**src/rtl/fetch_unit_if.sv**
```systemverilog
// fetch_unit_if: fetch-stage bus bundling memory, flag, stall and decode-side signals.
interface fetch_unit_if;
    logic [15:0] ins;
    logic        flag_z;
    logic        flag_n;
    logic        stall;
    logic [7:0]  addr;
    logic [15:0] ir;
    logic [7:0]  ir_pc;
    logic        ir_valid;
    logic        ras_overflow;
    logic        ras_underflow;
    modport master (input ins, flag_z, flag_n, stall,
                    output addr, ir, ir_pc, ir_valid, ras_overflow, ras_underflow);
    modport slave  (output ins, flag_z, flag_n, stall,
                    input addr, ir, ir_pc, ir_valid, ras_overflow, ras_underflow);
endinterface

```
**src/rtl/fetch_unit.sv**
```systemverilog
// fetch_unit: PC/fetch stage resolving br, brz, brn, br.sub and return with a return-address stack.
module fetch_unit #(
    parameter int         RAS_DEPTH = 4,
    parameter logic [7:0] RESET_PC  = 8'h00
) (
    input  logic        clk,
    input  logic        rst,
    fetch_unit_if.master bus
);
    localparam int SPW = $clog2(RAS_DEPTH + 1);
    localparam int IW  = $clog2(RAS_DEPTH);
    logic [7:0]     pc_q, pc_d, ir_pc_q, seq, tgt;
    logic [15:0]    ir_q;
    logic           ir_valid_q, ovf_q, ovf_d, unf_q, unf_d, push, full, empty, taken;
    logic [SPW-1:0] sp_q, sp_d;
    logic [3:0]     opc;
    logic [1:0]     cc;
    logic [IW-1:0]  wr_idx, rd_idx;
    logic [7:0]     ras_q [RAS_DEPTH];
    assign bus.addr          = pc_q;
    assign bus.ir            = ir_q;
    assign bus.ir_pc         = ir_pc_q;
    assign bus.ir_valid      = ir_valid_q;
    assign bus.ras_overflow  = ovf_q;
    assign bus.ras_underflow = unf_q;
    always_comb begin
        opc    = bus.ins[7:4];
        cc     = bus.ins[3:2];
        tgt    = bus.ins[15:8];
        seq    = pc_q + 8'd2;
        full   = sp_q == SPW'(RAS_DEPTH);
        empty  = sp_q == '0;
        wr_idx = IW'(sp_q);
        rd_idx = IW'(sp_q - SPW'(1));
        taken  = cc == 2'b00 ? bus.flag_z : cc == 2'b01 ? bus.flag_n : 1'b0;
        pc_d   = seq;
        sp_d   = sp_q;
        ovf_d  = ovf_q;
        unf_d  = unf_q;
        push   = 1'b0;
        if (opc == 4'b1001) begin
            pc_d = tgt;
        end else if (opc == 4'b1010) begin
            pc_d = taken ? tgt : seq;
        end else if (opc == 4'b1011) begin
            pc_d  = tgt;
            push  = !full;
            sp_d  = full ? sp_q : sp_q + SPW'(1);
            ovf_d = ovf_q | full;
        end else if (opc == 4'b1100) begin
            // An empty-stack return falls through rather than jumping to garbage
            pc_d  = empty ? seq : ras_q[rd_idx];
            sp_d  = empty ? sp_q : sp_q - SPW'(1);
            unf_d = unf_q | empty;
        end
    end
    always_ff @(posedge clk or negedge rst) begin
        if (!rst) begin
            pc_q       <= RESET_PC;
            ir_q       <= '0;
            ir_pc_q    <= '0;
            ir_valid_q <= 1'b0;
            sp_q       <= '0;
            ovf_q      <= 1'b0;
            unf_q      <= 1'b0;
        end else begin
            ir_valid_q <= !bus.stall;
            if (!bus.stall) begin
                pc_q    <= pc_d;
                ir_q    <= bus.ins;
                ir_pc_q <= pc_q;
                sp_q    <= sp_d;
                ovf_q   <= ovf_d;
                unf_q   <= unf_d;
            end
        end
    end
    always_ff @(posedge clk) begin
        if (rst && !bus.stall && push) ras_q[wr_idx] <= seq;
    end
endmodule

```
**src/flat_wrapper.sv**
```systemverilog
// flat-port wrapper written by rule: the top's interface ports become plain ports
module fetch_unit_flat 
#(
    parameter int         RAS_DEPTH = 4,
    parameter logic [7:0] RESET_PC  = 8'h00
)
  (clk, rst, bus_ins, bus_flag_z, bus_flag_n, bus_stall, bus_addr, bus_ir, bus_ir_pc, bus_ir_valid, bus_ras_overflow, bus_ras_underflow);
  fetch_unit_if bus_i ();
  input  logic clk;
  input  logic rst;
  input wire logic [$bits(bus_i.ins)-1:0] bus_ins;
  input wire logic [$bits(bus_i.flag_z)-1:0] bus_flag_z;
  input wire logic [$bits(bus_i.flag_n)-1:0] bus_flag_n;
  input wire logic [$bits(bus_i.stall)-1:0] bus_stall;
  output wire logic [$bits(bus_i.addr)-1:0] bus_addr;
  output wire logic [$bits(bus_i.ir)-1:0] bus_ir;
  output wire logic [$bits(bus_i.ir_pc)-1:0] bus_ir_pc;
  output wire logic [$bits(bus_i.ir_valid)-1:0] bus_ir_valid;
  output wire logic [$bits(bus_i.ras_overflow)-1:0] bus_ras_overflow;
  output wire logic [$bits(bus_i.ras_underflow)-1:0] bus_ras_underflow;
  assign bus_i.ins = bus_ins;
  assign bus_i.flag_z = bus_flag_z;
  assign bus_i.flag_n = bus_flag_n;
  assign bus_i.stall = bus_stall;
  assign bus_addr = bus_i.addr;
  assign bus_ir = bus_i.ir;
  assign bus_ir_pc = bus_i.ir_pc;
  assign bus_ir_valid = bus_i.ir_valid;
  assign bus_ras_overflow = bus_i.ras_overflow;
  assign bus_ras_underflow = bus_i.ras_underflow;
  fetch_unit #(.RAS_DEPTH(RAS_DEPTH), .RESET_PC(RESET_PC)) u_core (.clk(clk), .rst(rst), .bus(bus_i));
endmodule
```
**config.mk**
```make
export PLATFORM = sky130hd
export DESIGN_NAME = fetch_unit_flat
export DESIGN_NICKNAME = d
export VERILOG_FILES = /design/src/rtl/fetch_unit_if.sv /design/src/rtl/fetch_unit.sv /design/src/flat_wrapper.sv
export SDC_FILE = /design/constraint.sdc
export NUM_CORES = 1
export LEC_CHECK = 0
export CAP_MARGIN = 20
export CORE_MARGIN = 2
export CORE_UTILIZATION = 53
export DETAILED_ROUTE_END_ITERATION = 16
export HOLD_SLACK_MARGIN = 0.02
export PLACE_DENSITY = 0.87
export SETUP_SLACK_MARGIN = 0.02
export SYNTH_ARGS = -nofsm -noshare
export SYNTH_HDL_FRONTEND = slang
export SYNTH_SLANG_ARGS = --single-unit
```
**constraint.sdc**
```tcl
create_clock -name clk -period 3.1 [get_ports clk]
set_input_delay 0.31 -clock clk [delete_from_list [all_inputs] [get_ports clk]]
set_output_delay 0.31 -clock clk [all_outputs]
set_load 0.02 [all_outputs]
```
==> impl_metrics.csv <==
group,metric,value,unit
outcome,status,"completed",
route,routed.top_layer,"met4",
route,drt_iter0_markers,181,
logic_synthesis,synth.yosys.seq_area_share,59.1,%
min_path,worstHoldPathType,"input pin to asynchronous set/reset pin",
sta,report.final.hold_viol_count,0,
final_layout,antenna_cells,0,
route,wl,6970,um
clock_network,clk_latency,0.34,ns
route,wl_per_cell,18.4,um
route,dr.pass1.iters,5,
sta,setup_viol,0,
clock_network,clock-sinks,70,
logic_synthesis,synthDistinctLibCells,51,
final_layout,fin_area,4020,sq um
power,irDropWorstVdd,0.000429,V
sta,finalMaxSlewViolations,0,
final_layout,nets,326,
clock_network,htreeDepth,3,
logic_synthesis,synthSimpleGateAreaFrac,10.1,%
final_layout,layout.cells.most_common_list,"53 x clkdlybuf4s50_1, 38 x dfrtp_1, 32 x edfxtp_1, 22 x mux2_2, 15 x nand2_1",
power,powerDensity,741,nW/um^2
clock_network,cts_root_buf,"clkbuf_8",
route,met3_length,461,um
clock_network,post_cts_buffers,0,
logic_synthesis,synth_top_family_by_area,"multiplexers",
placement,hpwl,4970,um
worst_setup_path,r2r_end,"u_core.bus.addr[1]$_DFFE_PN0N_",
final_layout,layout_commonest_cell,"clkdlybuf4s50_1",
logic_synthesis,synth.area.mux_share,14.2,%
clock_network,cts_resized,0,
power,p_leak,1.55,nW
worst_setup_path,rrSetupSlack,0.98,ns
logic_synthesis,synthFlopType,"dfrtp_1",
clock_network,clk_path_buf_depth,2,
sta,fin_crit,2.15,ns
route,wl_met1,2890,um
die,die_w,82.1,um
sta,relSlewSlack,55.1,%
grt,antenna_found_initial,0,
sta,tns,0,ns
logic_synthesis,syn_area,3230,sq um
logic_synthesis,synth_xor_area_share,2.17,%
worst_setup_path,crit_arrival,2.15,ns
worst_setup_path,crit_type,"input pin to flip-flop",
die,fp.dieH,82.1,um
die,core,5920,sq um
worst_setup_path,critPathLaunchType,"input pin",
clock_network,cts_tree,"built",
logic_synthesis,syn_area_per_cell,13.6,sq um
worst_setup_path,rr_worst_depth,6,
power,power,2.98,mW
logic_synthesis,netlist_instances,238,
clock_network,clkTransAtPathRegs,0.07,ns
grt,grt_pass1_vias,2187,
worst_setup_path,regToRegStartpoint,"u_core.sp_q[1]$_DFFE_PN0P_",
die,rows,28,
placement,gp_congestion,0.848,
sta,period_share,69.5,%
worst_setup_path,cp.required,3.10,ns
sta,worst-slew-pin-transition,0.671,ns
grt,track_usage,22.4,%
die,io-pin-count,56,
worst_setup_path,endpoint_kind,"flip-flop",
grt,grt_pass1_wl,10900,um
route,postRouteAntennaNets,0,
worst_setup_path,crit_path_max_fanout,10,
clock_network,cts_hold_buffers,0,
flow_run,maxCapViolCount,0,
final_layout,layout-drive-gt1-share,18.1,%
logic_synthesis,syn_nets,265,
placement,port_buffers,55,
sta,rsz0062_at_grt,"no",
die,start_util,54.6,%
logic_synthesis,synth_edf_count,32,
clock_network,cts_buffers,9,
placement,place_area,3840,sq um
logic_synthesis,synth_async_sr_flop_share,54.3,%
logic_synthesis,ys_ff_latch,70,
die,die-area,6740,sq um
grt,grt-ovfl-total,0,
logic_synthesis,synth_compound_area_share,8.78,%
route,via_per_inst,5.90,
grt,grt_start_max_net_pins,47,
sta,finalClockSkew,0.00715,ns
final_layout,area_growth,24.4,%
route,wl_met2,3380,um
logic_synthesis,ys_warn_count,0,
logic_synthesis,synth-adder-area-share,2.32,%
sta,fmax,464,MHz
route,vias,2235,
route,drc,0,
-- worst max-delay path, cell delays in order --
cell and delay [ns]:
clkdlybuf4s50_1 0.75, nand4b_1 0.16, buf_4 0.19, nand3b_1 0.17
a21oi_1 0.19, and2_1 0.39
-- where the power goes --
| group | internal, mW | switching, mW |
|---|---|---|
| clock | 0.370 | 0.322 |
| sequential | 1.14 | 0.115 |
| combinational | 0.497 | 0.534 |
-- synth_stat cells, types with 4 or more instances --
cell type / instances / share of area (%)
dfrtp_1: 38 / 29
inv_1: 8 / 0.93
and2_1: 6 / 1.2
mux4_2: 8 / 5.6
nand2b_1: 4 / 0.77
xnor2_1: 5 / 1.4
nand3_1: 10 / 1.5
o21ai_0: 10 / 1.5
mux2_2: 22 / 7.7
a21oi_1: 8 / 1.2
edfxtp_1: 32 / 30
nor2_1: 10 / 1.2
nand2_1: 15 / 1.7
ha_1: 6 / 2.3
-- flip-flops by register name, indices dropped and copies added, names as in the netlist --
name	flops
u_core.bus.ir	16
u_core.bus.ir_valid	1
u_core.ras_q	32
u_core.bus.ras_overflow	1
u_core.sp_q	3
u_core.bus.ras_underflow	1
u_core.bus.addr	8
u_core.bus.ir_pc	8
-- routing by layer --
layer,global-route usage [%],up-vias
li1,-,1019
met1,28.6,1096
met2,35.1,100
met3,6.20,20
met4,11.8,0
met5,0,-
-- per-stage QoR --
step | util [%] | hold WS (ns) | worst slack, ns | cells
after CTS | 67.9 | 0.0951 | 0.940 | 379
final | 67.9 | 0.0819 | 0.946 | 379
after floorplan | - | 0.0144 | 0.924 | 238
after detailed placement | 64.9 | 0.459 | 0.596 | 363
after global routing | 67.9 | 0.117 | 0.798 | 379
after global placement | 64.9 | 0.457 | 0.682 | 363
-- worst max path at each step --
stage,startpoint,end,slack (ns),depth (start not counted)
floorplan,u_core.sp_q[0]$_DFFE_PN0P_,u_core.bus.addr[1]$_DFFE_PN0N_,0.92,8
global placement,bus_ins[5],u_core.ras_q[2][5]$_DFFE_PP_,0.68,6
detailed placement,bus_ins[5],u_core.ras_q[3][5]$_DFFE_PP_,0.60,6
CTS,bus_ins[5],u_core.ras_q[3][3]$_DFFE_PP_,0.94,6
global route,bus_ins[5],u_core.ras_q[3][2]$_DFFE_PP_,0.80,6
finish,bus_ins[5],u_core.ras_q[3][3]$_DFFE_PP_,0.95,6
-- layout make-up --
| cell class | count | area (sq um) |
|---|---|---|
| inverters | 9 | 33.8 |
| fillers | 425 | 1900 |
| clock inverters | 4 | 47.5 |
| well taps | 75 | 93.8 |
| clock buffers | 12 | 135 |
| flip-flops and latches | 70 | 1910 |
| multi-input cells | 148 | 1210 |
| repair buffers | 61 | 586 |
-- logic make-up (layout without fill, tap and decap cells) --
family,count (synthesis),in the layout
buf+inv,20,86
mux,33,33
simple gates,60,60
compound gates,41,41
xor+xnor,8,8
flops,70,70
fa+ha+maj,6,6
Power figures use the tool's default switching activity.
